<file path="src/rtl/bcd2_scan7_pkg.sv">
// Shared constants for the 2-digit BCD 7-segment scan driver: digit patterns,
// special segment codes, digit indices and the prescaler width helper.
package bcd2_scan7_pkg;

    // Segment order {a,b,c,d,e,f,g}, bit6 = a, active-high.
    localparam logic [6:0] SEG_0     = 7'h7E;
    localparam logic [6:0] SEG_1     = 7'h30;
    localparam logic [6:0] SEG_2     = 7'h6D;
    localparam logic [6:0] SEG_3     = 7'h79;
    localparam logic [6:0] SEG_4     = 7'h33;
    localparam logic [6:0] SEG_5     = 7'h5B;
    localparam logic [6:0] SEG_6     = 7'h5F;
    localparam logic [6:0] SEG_7     = 7'h70;
    localparam logic [6:0] SEG_8     = 7'h7F;
    localparam logic [6:0] SEG_9     = 7'h7B;
    localparam logic [6:0] SEG_BLANK = 7'h00;
    localparam logic [6:0] SEG_DASH  = 7'h01;

    typedef enum logic {
        DIG_ONES = 1'b0,
        DIG_TENS = 1'b1
    } dig_t;

    function automatic int unsigned cnt_width(input int unsigned div);
        return (div > 1) ? $clog2(div) : 1;
    endfunction

endpackage

</file>
<file path="src/rtl/bcd2_scan7_seg7_dec.sv">
// Nibble to 7-segment decoder, active-high; non-BCD codes show a dash.
module seg7_dec
    import bcd2_scan7_pkg::*;
(
    input  logic [3:0] nib,
    output logic [6:0] seg
);

    always_comb begin
        seg = SEG_DASH;
        case (nib)
            4'd0: seg = SEG_0;
            4'd1: seg = SEG_1;
            4'd2: seg = SEG_2;
            4'd3: seg = SEG_3;
            4'd4: seg = SEG_4;
            4'd5: seg = SEG_5;
            4'd6: seg = SEG_6;
            4'd7: seg = SEG_7;
            4'd8: seg = SEG_8;
            4'd9: seg = SEG_9;
            default: seg = SEG_DASH;
        endcase
    end

endmodule

</file>
<file path="src/rtl/bcd2_scan7.sv">
// Two-digit time-multiplexed 7-segment driver with input snapshot,
// leading-zero blanking, blank control and selectable pin polarity.
module bcd2_scan7
    import bcd2_scan7_pkg::*;
#(
    parameter int unsigned SCAN_DIV = 1000,
    parameter bit          BLANK_LZ = 1'b1,
    parameter bit          ACT_LOW  = 1'b0
) (
    input  logic       clk,
    input  logic       reset,
    input  logic [7:0] bcd_in,
    input  logic       blank,
    output logic [6:0] seg_out,
    output logic [1:0] dig_en
);

    localparam int unsigned     CW   = cnt_width(SCAN_DIV);
    localparam logic [CW-1:0]   LAST = CW'(SCAN_DIV - 1);

    logic [CW-1:0] div_cnt;
    dig_t          cur;
    logic [7:0]    snap;
    logic          tick;
    logic [3:0]    nib;
    logic [6:0]    dec;
    logic [6:0]    seg_hi;
    logic [1:0]    dig_hi;

    assign tick = (div_cnt == LAST);

    // bcd_in is captured only at slot boundaries so a slot never changes mid-way.
    always_ff @(posedge clk) begin
        if (reset) begin
            div_cnt <= '0;
            cur     <= DIG_ONES;
            snap    <= '0;
        end else if (tick) begin
            div_cnt <= '0;
            cur     <= (cur == DIG_ONES) ? DIG_TENS : DIG_ONES;
            snap    <= bcd_in;
        end else begin
            div_cnt <= div_cnt + CW'(1);
        end
    end

    assign nib = (cur == DIG_TENS) ? snap[7:4] : snap[3:0];

    seg7_dec u_dec (
        .nib (nib),
        .seg (dec)
    );

    always_comb begin
        seg_hi = dec;
        dig_hi = (cur == DIG_TENS) ? 2'b10 : 2'b01;
        if (BLANK_LZ && (cur == DIG_TENS) && (snap[7:4] == 4'd0)) begin
            seg_hi = SEG_BLANK;
        end
        if (blank) begin
            seg_hi = SEG_BLANK;
            dig_hi = '0;
        end
    end

    assign seg_out = ACT_LOW ? ~seg_hi : seg_hi;
    assign dig_en  = ACT_LOW ? ~dig_hi : dig_hi;

endmodule

</file>
<file path="config.mk">
export PLATFORM = sky130hd
export DESIGN_NAME = bcd2_scan7
export DESIGN_NICKNAME = d
export VERILOG_FILES = /design/src/rtl/bcd2_scan7_pkg.sv /design/src/rtl/bcd2_scan7_seg7_dec.sv /design/src/rtl/bcd2_scan7.sv
export SDC_FILE = /design/constraint.sdc
export NUM_CORES = 1
export LEC_CHECK = 0
export BUFFER_PORTS_ARGS = -buffer_cell sky130_fd_sc_hd__buf_4
export CAP_MARGIN = 20
export CELL_PAD_IN_SITES_DETAIL_PLACEMENT = 1
export CELL_PAD_IN_SITES_GLOBAL_PLACEMENT = 1
export CORE_AREA = 2 2 71 73
export CTS_BUF_LIST = sky130_fd_sc_hd__clkbuf_16
export DETAILED_ROUTE_END_ITERATION = 12
export DIE_AREA = 0 0 73 75
export PLACE_DENSITY_LB_ADDON = 0.2
export SLEW_MARGIN = 25
export SYNTH_ARGS = -nofsm -noshare
export SYNTH_HDL_FRONTEND = slang
export SYNTH_SLANG_ARGS = --single-unit
</file>
<file path="constraint.sdc">
create_clock -name clk -period 4.8 [get_ports clk]
set_input_delay 0.72 -clock clk [delete_from_list [all_inputs] [get_ports clk]]
set_output_delay 0.72 -clock clk [all_outputs]
set_load 0.005 [all_outputs]
</file>
==> flow_metrics.env <==
export IMPL_worst_slack_ps=1810
export IMPL_root_buffer="clkbuf_16"
export IMPL_maxCapViolCount=0
export IMPL_viasPerCell=4.87
export IMPL_grt_total_usage=0.106
export IMPL_tns_ps=0
export IMPL_syn_instance_count=130
export IMPL_final_core_util=0.304
export IMPL_die_area_mm2=0.00548
export IMPL_seq_area_frac_synth=0.331
export IMPL_cts_tree="yes"
export IMPL_drc=0
export IMPL_die_y_um=75
export IMPL_antenna_found_initial=0
export IMPL_gp_congestion=0.804
export IMPL_muxShareOfSynthArea=0.174
export IMPL_yosys_area_share_xor_xnor=0.0229
export IMPL_grt_ovfl_total=0
export IMPL_fillers=550
export IMPL_fmax_mhz=335
export IMPL_end_kind="output pin"
export IMPL_grt_pass1_wl_mm=4.55
export IMPL_post_place_cells=200
export IMPL_cts_max_path_buffers=2
export IMPL_synth_cell_types=38
export IMPL_period_share=0.623
export IMPL_detailedPlacementHpwl_mm=2.13
export IMPL_grt_setup_unrepaired="false"
export IMPL_wl_per_cell_um=13.0
export IMPL_ir_drop_uv=153
export IMPL_ys_ff_latch=19
export IMPL_drive_gt1_frac=0.227
export IMPL_multiInputGateArea_um2=717
export IMPL_wirelength_mm=2.65
export IMPL_synth_compound_area_frac=0.132
export IMPL_synth_area_mm2=0.00115
export IMPL_synth_largest_area_cell="dfxtp_1"
export IMPL_fp_coreArea_mm2=0.00466
export IMPL_seqCellArea_um2=380
export IMPL_rows=25
export IMPL_ys_async_sr_fraction=0
export IMPL_yosys_top_cells_count="nand2_1 (21), dfxtp_1 (19), mux2i_1 (14)"
export IMPL_cts_setup_buffers=0
export IMPL_critPathLaunchType="register"
export IMPL_cts_clk_slew_worst_paths_ps=50
export IMPL_yosys_warnings=0
export IMPL_yosys_area_share_simple=0.230
export IMPL_status="completed"
export IMPL_num_antenna_cells=0
export IMPL_crit_type="reg2out"
export IMPL_cts_made_buffers=3
export IMPL_tightest_slew_ps=912
export IMPL_ctsHoldBuffers=0
export IMPL_grt_pass1_vias=1016
export IMPL_nets=168
export IMPL_finalPower_uw=362
export IMPL_grt_max_degree=18
export IMPL_period_minus_slack_ps=2990
export IMPL_final_max_slew_viol_count=0
export IMPL_ant_nets=0
export IMPL_syn_avg_cell_area_um2=8.85
export IMPL_rr_worst_depth=4
export IMPL_skew_ps=3.26
export IMPL_setup_viol=0
export IMPL_critical_path_max_fanout=10
export IMPL_synthTopCellsByArea="dfxtp_1 (33%), mux2i_1 (12%), nand2_1 (6.9%)"
export IMPL_clock_sinks=19
export IMPL_synth_top_family_by_area="simple AND/OR/NAND/NOR gates"
export IMPL_power_density_mw_per_mm2=256
export IMPL_clkLatencyLatePin_ps=250
export IMPL_num_vias=994
export IMPL_synth_top_area_share=0.331
export IMPL_htreeDepth=1
export IMPL_hold_class="reg2reg"
export IMPL_syn_to_final_growth_pct=23.2
export IMPL_hold_viol=0
export IMPL_required_ps=4080
export IMPL_slew_headroom=0.389
export IMPL_syn_nets=147
export IMPL_synthAdderAreaFrac=0.0653
export IMPL_ios=20
export IMPL_die_w_um=73
export IMPL_synth_edff_count=0
export IMPL_cts_resized_gates=0
export IMPL_arrival_ps=2270
export IMPL_fin_cells=204
export IMPL_p_leak_nw=0.547
export IMPL_first_pass_iters=2
export IMPL_yosysMostFrequentCell="nand2_1"
export IMPL_start_util=0.247
export IMPL_drt_iter0_drc=10
export IMPL_holdPathStages=2
export IMPL_synthFlopType="dfxtp_1"
export IMPL_port_buffers=19
export IMPL_place_ws_ps=2070
## metal layers
metal | up-vias | part of all wire | global-route usage
li1 | 504 | - | -
met1 | 474 | 0.45 | 0.123
met2 | 12 | 0.51 | 0.185
met3 | 4 | 0.025 | 0.0214
met4 | 0 | 0.015 | 0.0514
met5 | - | 0 | 0
## through the flow
step,hold WS (ps),area (um^2)
after floorplan,434,1150
after global placement,457,1340
after detailed placement,472,1340
after CTS,480,1420
after global routing,499,1420
final,471,1420
## cell families (layout without fill, tap and decap cells)
| family | Yosys count | in the layout |
|---|---|---|
| simple gates | 49 | 49 |
| flops | 19 | 19 |
| fa+ha+maj | 6 | 6 |
| mux | 19 | 19 |
| compound gates | 23 | 23 |
| xor+xnor | 3 | 3 |
| buf+inv | 11 | 31 |
## path summary, 6_finish.rpt
| path | from | slack (ps) | endpoint |
|---|---|---|---|
| max | cur | 1810 | seg_out[0] |
| min reg2reg | snap[0] | 470 | snap[0] |
| min | snap[0] | 470 | snap[0] |
| max reg2reg | div_cnt[0] | 2740 | cur |
## registers in the layout, summed over array words and instances, names as in the netlist
signal   count
snap         8
cur          1
div_cnt     10
## report_power, final
part	internal, mW	switching, mW
Combinational	0.0148	0.0134
Clock	0.111	0.0586
Sequential	0.161	0.00371
Total	0.286	0.0756
## layout make-up
class | instances | share of cell area
Multi-Input combinational cell | 100 | 0.506
Sequential cell | 19 | 0.269
Timing Repair Buffer | 19 | 0.101
Clock buffer | 3 | 0.0530
Tap cell | 54 | 0.0477
Inverter | 8 | 0.0212
Clock inverter | 1 | 0.00265
## critical path: stages, from the launching register on
cell,delay [ps]
dfxtp_1,560
mux2i_1,550
inv_1,130
ha_1,250
mux2_2,270
a21oi_1,140
buf_4,120
## layout by cell type, fill, tap and decap left out, drive strengths merged, types with 5 or more instances in the layout
cell | Yosys | routed
o21ai | 7 | 7
ha | 6 | 6
nor2 | 7 | 7
buf | 3 | 19
mux2 | 5 | 5
nand2 | 21 | 21
a21oi | 7 | 7
dfxtp | 19 | 19
mux2i | 14 | 14
nand3 | 5 | 5
inv | 7 | 8
(Power assumes the default switching activity.)
